File: src/rtl/mcycle_seq.sv
// mcycle_seq: iterative 32-bit multiply / divide unit.
// One iteration per cycle: shift-add multiply (LSB first) and, when built
// with MCYCLE_DIV_EN defined, restoring shift-subtract divide (MSB first).
// Without MCYCLE_DIV_EN the divide datapath is absent and divide opcodes
// finish immediately with zero results.
// Sign handling is done outside the loop: magnitudes are latched at launch
// and the final value is negated on the way into the result registers.
module mcycle_seq (
    input  logic        CLK,
    input  logic        Reset,
    input  logic        Start,
    input  logic [1:0]  MCycleOp,
    input  logic [31:0] Operand1,
    input  logic [31:0] Operand2,
    output logic [31:0] Result1,
    output logic [31:0] Result2,
    output logic        Busy,
    output logic        Done
);

    typedef enum logic [1:0] {
        IDLE = 2'd0,
        RUN  = 2'd1,
        DONE = 2'd2
    } state_t;

    state_t      state;
    state_t      state_next;
    logic [5:0]  count;       // iterations completed; stops at 32
    logic [31:0] opnd;        // multiplicand (mul) or divisor (div) magnitude
    logic [63:0] acc;         // mul: {partial product, multiplier}; div: {remainder, quotient}
    logic [63:0] acc_next;
    logic [63:0] result_fix;  // acc_next with the result sign applied
    logic        neg_res;     // negate product / quotient
    logic        a_neg;
    logic        b_neg;
    logic [31:0] a_mag;
    logic [31:0] b_mag;
    logic [32:0] mul_sum;
    logic        last_iter;
`ifdef MCYCLE_DIV_EN
    logic        op_div;
    logic        neg_rem;     // remainder takes the dividend's sign
    logic [32:0] rem_sh;
    logic [32:0] diff;
`endif

    assign last_iter = (count == 6'd31);
    assign Done      = (state == DONE);

    // Operand magnitudes and signs presented at launch.
    always_comb begin
        a_neg = MCycleOp[0] & Operand1[31];
        b_neg = MCycleOp[0] & Operand2[31];
        a_mag = a_neg ? (~Operand1 + 32'd1) : Operand1;
        b_mag = b_neg ? (~Operand2 + 32'd1) : Operand2;
    end

    // State register.
    always_ff @(posedge CLK or posedge Reset) begin
        // NOTE: all clocked state uses non-blocking assignments so every
        // register samples pre-edge values regardless of block ordering.
        if (Reset) state <= IDLE;
        else       state <= state_next;
    end

    // Next-state and Busy; Start is only looked at in IDLE.
    always_comb begin
        // NOTE: defaults first so no path leaves an output unassigned
        // (which would infer a latch).
        state_next = state;
        Busy       = 1'b0;
        unique case (state)
            IDLE: begin
                if (Start) begin
                    Busy = 1'b1;
`ifdef MCYCLE_DIV_EN
                    state_next = RUN;
`else
                    state_next = MCycleOp[1] ? DONE : RUN;
`endif
                end
            end
            RUN: begin
                Busy = 1'b1;
                if (last_iter) state_next = DONE;
            end
            DONE:    state_next = IDLE;
            default: state_next = IDLE;
        endcase
    end

    // One datapath iteration and the sign-corrected final value.
    always_comb begin
        mul_sum  = {1'b0, acc[63:32]} + (acc[0] ? {1'b0, opnd} : 33'd0);
        acc_next = {mul_sum, acc[31:1]};
`ifdef MCYCLE_DIV_EN
        // Remainder is always below the divisor, so the shifted value fits
        // in 33 bits and diff[32] is a clean borrow flag.
        rem_sh = acc[63:31];
        diff   = rem_sh - {1'b0, opnd};
        if (op_div) begin
            acc_next = diff[32] ? {rem_sh[31:0], acc[30:0], 1'b0}
                                : {diff[31:0],   acc[30:0], 1'b1};
        end
`endif
        result_fix = neg_res ? (~acc_next + 64'd1) : acc_next;
`ifdef MCYCLE_DIV_EN
        if (op_div) begin
            result_fix[31:0]  = neg_res ? (~acc_next[31:0] + 32'd1) : acc_next[31:0];
            result_fix[63:32] = neg_rem ? (~acc_next[63:32] + 32'd1) : acc_next[63:32];
        end
`endif
    end

    // Datapath registers: load at launch, iterate in RUN, publish on the
    // last iteration so results change only on entry to DONE.
    always_ff @(posedge CLK or posedge Reset) begin
        if (Reset) begin
            count   <= 6'd0;
            opnd    <= 32'd0;
            acc     <= 64'd0;
            neg_res <= 1'b0;
            Result1 <= 32'd0;
            Result2 <= 32'd0;
`ifdef MCYCLE_DIV_EN
            op_div  <= 1'b0;
            neg_rem <= 1'b0;
`endif
        end else begin
            unique case (state)
                IDLE: begin
                    if (Start) begin
                        count <= 6'd0;
`ifdef MCYCLE_DIV_EN
                        op_div <= MCycleOp[1];
                        if (MCycleOp[1]) begin
                            // Divide by zero keeps the quotient positive so it
                            // reads all ones; the remainder ends up as Operand1.
                            opnd    <= b_mag;
                            acc     <= {32'd0, a_mag};
                            neg_res <= (a_neg ^ b_neg) & (|Operand2);
                            neg_rem <= a_neg;
                        end else begin
                            opnd    <= a_mag;
                            acc     <= {32'd0, b_mag};
                            neg_res <= a_neg ^ b_neg;
                            neg_rem <= 1'b0;
                        end
`else
                        opnd    <= a_mag;
                        acc     <= {32'd0, b_mag};
                        neg_res <= a_neg ^ b_neg;
                        if (MCycleOp[1]) begin
                            Result1 <= 32'd0;
                            Result2 <= 32'd0;
                        end
`endif
                    end
                end
                RUN: begin
                    acc   <= acc_next;
                    count <= count + 6'd1;
                    if (last_iter) begin
                        Result1 <= result_fix[31:0];
                        Result2 <= result_fix[63:32];
                    end
                end
                default: ;
            endcase
        end
    end

endmodule
File: config.mk
export PLATFORM = sky130hd
export DESIGN_NAME = mcycle_seq
export DESIGN_NICKNAME = d
export VERILOG_FILES = /design/src/rtl/mcycle_seq.sv
export SDC_FILE = /design/constraint.sdc
export NUM_CORES = 1
export LEC_CHECK = 0
export ABC_AREA = 1
export CORE_UTILIZATION = 50
export CTS_BUF_LIST = sky130_fd_sc_hd__clkbuf_8 sky130_fd_sc_hd__clkbuf_16
export DETAILED_ROUTE_END_ITERATION = 10
export GPL_TIMING_DRIVEN = 0
export PLACE_DENSITY = 0.75
export SLEW_MARGIN = 0
export SYNTH_ARGS = -nofsm -noshare
export SYNTH_HDL_FRONTEND = slang
export SYNTH_SLANG_ARGS = --single-unit
export TNS_END_PERCENT = 5
File: constraint.sdc
create_clock -name CLK -period 5.2 [get_ports CLK]
set_input_delay 1.04 -clock CLK [delete_from_list [all_inputs] [get_ports CLK]]
set_output_delay 1.04 -clock CLK [all_outputs]
set_load 0.01 [all_outputs]
==> results by group <==
Outcome
  • Status: finished clean

Synth
  • Synth Register Bits: 169
  • Synth Warn #: 0
  • Syn Inst Count: 1937
  • Synth top area cells: dfrtp_1 (33%), nand2_1 (19%), inv_1 (8.4%)
  • Post-Syn Nets: 2043
  • Unique cell type count in the Yosys netlist: 48
  • Post-synth EDFFs: 0
  • Post-Syn Area: 12700 sq um
  • Post-synth ARST share: 100%
  • Area leader, netlist: dfrtp_1
  • Register area share after synthesis: 33.4%
  • Leading cell types by count after synthesis: nand2_1 (634), inv_1 (283), dfrtp_1 (169), nor2_1 (169), o21ai_0 (146)
  • Ys flop type: dfrtp_1
  • Yosys top cell area share: 33.4%
  • Syn avg cell area: 6.54 sq um
  • Most frequent cell after synthesis: nand2_1

Worst setup path
  • CP Class: in -> out
  • Crit path DAT: 3.78 ns
  • Worst stage delay on the critical path: 0.81 ns
  • CP Buf/Inv Count: 4
  • Slowest cell on crit path: nor2_1
  • Worst setup SP type: input pin
  • Worst Path Max Fanout: 10
  • Levels on crit path: 6
  • CP top delay family: buffers and inverters
  • Path depth of the worst reg2reg path: 19
  • Crit end category: output pin
  • CP cell instances: clkdlybuf4s50_1 > inv_1 > nor2_1 > nor2_1 > clkinv_1 > clkdlybuf4s50_1
  • Req. time, crit path: 4.16 ns

Global route
  • Largest net degree at the start of global routing: 42
  • Number of global-route vias before repair: 12.4k
  • Gr ovfl total: 0
  • GRT Total Usage: 32.6%
  • First-pass GRT wire length: 65800 um
  • Initial antenna violation count: 0

Timing
  • Min cycle time layout: 4.82 ns
  • Final Hold Viols: 0
  • RSZ-0062 raised after global routing: no
  • Setup_tns: 0 ns
  • F_max: 207 MHz
  • Relative slew slack: 30.7%
  • Setup-failing EPs final: 0
  • Final-report max-slew violation count: 0
  • Part of the cycle the worst path needs: 92.7%
  • Worst-margin pin slew: 1.04 ns
  • Worst Skew: 0.0173 ns
  • Worst Setup Slack, final: 0.377 ns

CTS
  • Setup bufs post-CTS: 0
  • TritonCTS clock tree: yes
  • Root Driver: clkbuf_16
  • CTS Buffer Depth: 2
  • # resized after CTS: 0
  • Cts hold-fix bufs: 0
  • CTS Buf Count: 17
  • Worst-Skew Late Latency: 0.45 ns
  • Clock sink total: 169
  • Clock transition at path regs: 0.08 ns
  • H-tree depth: 4

Placement
  • Port bufs: 134
  • Gpl congestion: 0.991
  • Hpwl dp: 33300 um
  • Post-place setup slack: 0.507 ns
  • DP Cell Count: 2399

Layout
  • Area of the multi-input gates: 7130 sq um
  • Fin cells: 2431
  • Synthesis-to-layout area growth: 19.3%
  • Share of layout cells above drive strength 1: 5.36%
  • Nets: 2200
  • Fill cell count: 2314
  • Sequential cell area: 4230 sq um
  • Antenna cells: 0

Die
  • Row count: 57
  • CORE AREA: 24600 sq um
  • IO Pins: 135
  • Die width: 161 um
  • Initial core utilization: 51.5%
  • Die Ht: 161 um
  • Die area: 26000 sq um

Routing
  • Total Routed Length: 41600 um
  • Drc violations: 0
  • DRT Pass-1 Iters: 7
  • DR WL/cell: 17.1 um
  • Via count: 13.2k
  • Vias/cell: 5.42
  • ANT nets after route: 0
  • DR iter-0 viols: 1137

Pwr
  • P per Cell Area: 589 nW/um^2
  • Max VDD drop: 0.346 mV
  • Combinational Power Share: 58.1%
  • Lkg Pwr: 7.85 nW
  • Int Power: 4.35 mW
  • Sequential Power Share: 26.9%
  • Clock power share: 15.0%
  • Total net switching power: 4.56 mW
  • Switching Fraction: 51.2%

Hold path
  • Hold Path Cell Cnt: 2
  • Worst Hold Class: reg -> reg

Flow run
  • Max cap viols: 0
-- cells in the final DEF, fill, tap and decap left out, drive strengths merged, types with 2 or more instances in the layout --
| master | count |
|---|---|
| nor4 | 4 |
| o211ai | 5 |
| nand2 | 660 |
| nand3 | 112 |
| o21ai | 160 |
| ha | 36 |
| nand3b | 6 |
| xnor2 | 14 |
| clkbuf | 67 |
| clkinv | 12 |
| a31oi | 5 |
| nor3 | 29 |
| nand4 | 20 |
| a32o | 2 |
| or2 | 7 |
| inv | 293 |
| buf | 9 |
| o21bai | 3 |
| o31ai | 12 |
| and3 | 3 |
| a22oi | 26 |
| a22o | 6 |
| xor2 | 65 |
| a21oi | 45 |
| clkdlybuf4s50 | 134 |
| o221ai | 5 |
| o41ai | 3 |
| dfrtp | 169 |
| nor2 | 189 |
-- registers in the layout, summed over array words and instances, names as in the netlist --
signal,cells
opnd,32
state,2
Result2,32
Result1,32
acc,64
count,6
neg_res,1
-- power by group through the flow --
stage	clock network [mW]	logic, mW	registers, mW
2_1_floorplan	0	3.24	2.32
3_3_place_gp	0	4.99	2.38
3_5_place_dp	0	5.09	2.39
4_1_cts	1.34	5.12	2.38
5_1_grt	1.39	5.69	2.45
6_report	1.33	5.18	2.40
-- cells by family (layout without fill, tap and decap cells) --
| logic type | Yosys count | count (layout) | synth area share [%] |
|---|---|---|---|
| XOR/XNOR | 79 | 79 | 5.61 |
| buffers and inverters | 346 | 516 | 10.4 |
| adder cells (fa/ha/maj) | 37 | 37 | 3.71 |
| flip-flops | 169 | 169 | 33.4 |
| AND/OR/NAND/NOR | 1031 | 1031 | 34.5 |
| AO/OA/AOI/OAI | 275 | 275 | 12.4 |
-- path summary, 6_finish.rpt --
kind                               end  slack, ns         from
max in group asynchronous      acc[36]       2.94        Reset
max                               Busy       0.38        Start
max reg2reg                Result2[24]       1.53       acc[0]
min reg2reg                Result2[26]       0.49  Result2[26]
min in group asynchronous  Result2[28]       1.07        Reset
min                        Result2[26]       0.49  Result2[26]
-- cell type report --
cell class | count | area share, %
Timing Repair Buffer | 138 | 9.40
Multi-Input combinational cell | 1422 | 47.2
Inverter | 291 | 7.26
Clock inverter | 15 | 1.24
Buffer | 55 | 1.46
Sequential cell | 169 | 28.0
Tap cell | 324 | 2.68
Clock buffer | 17 | 2.81
-- worst register-to-register path, delay by kind of cell (launching register included) --
kind | cells | cell delay, ns
simple gates | 13 | 1.59
fa+ha+maj | 2 | 0.72
buf+inv | 3 | 0.45
xor+xnor | 1 | 0.45
flops | 1 | 0.36
-- per-layer routing --
| metal | share of wire (%) | track usage (%) | up-vias |
|---|---|---|---|
| li1 | - | - | 6458 |
| met1 | 44 | 43.6 | 6126 |
| met2 | 46 | 54.4 | 523 |
| met3 | 6.6 | 4.06 | 80 |
| met4 | 3.0 | 11.4 | 0 |
| met5 | 0 | 0 | - |
-- through the flow --
stage                     hold slack (ns)  power (mW)  util (%)  instance area [sq um]
after floorplan                     0.449        5.56         -                  12700
after global placement              0.462        7.38      58.6                  14400
after detailed placement            0.466        7.49      59.0                  14500
after CTS                           0.488        8.84      61.4                  15100
after global routing                0.506        9.53      61.4                  15100
final                               0.486        8.91      61.4                  15100
No activity file was read; power rests on OpenSTA's default activity.
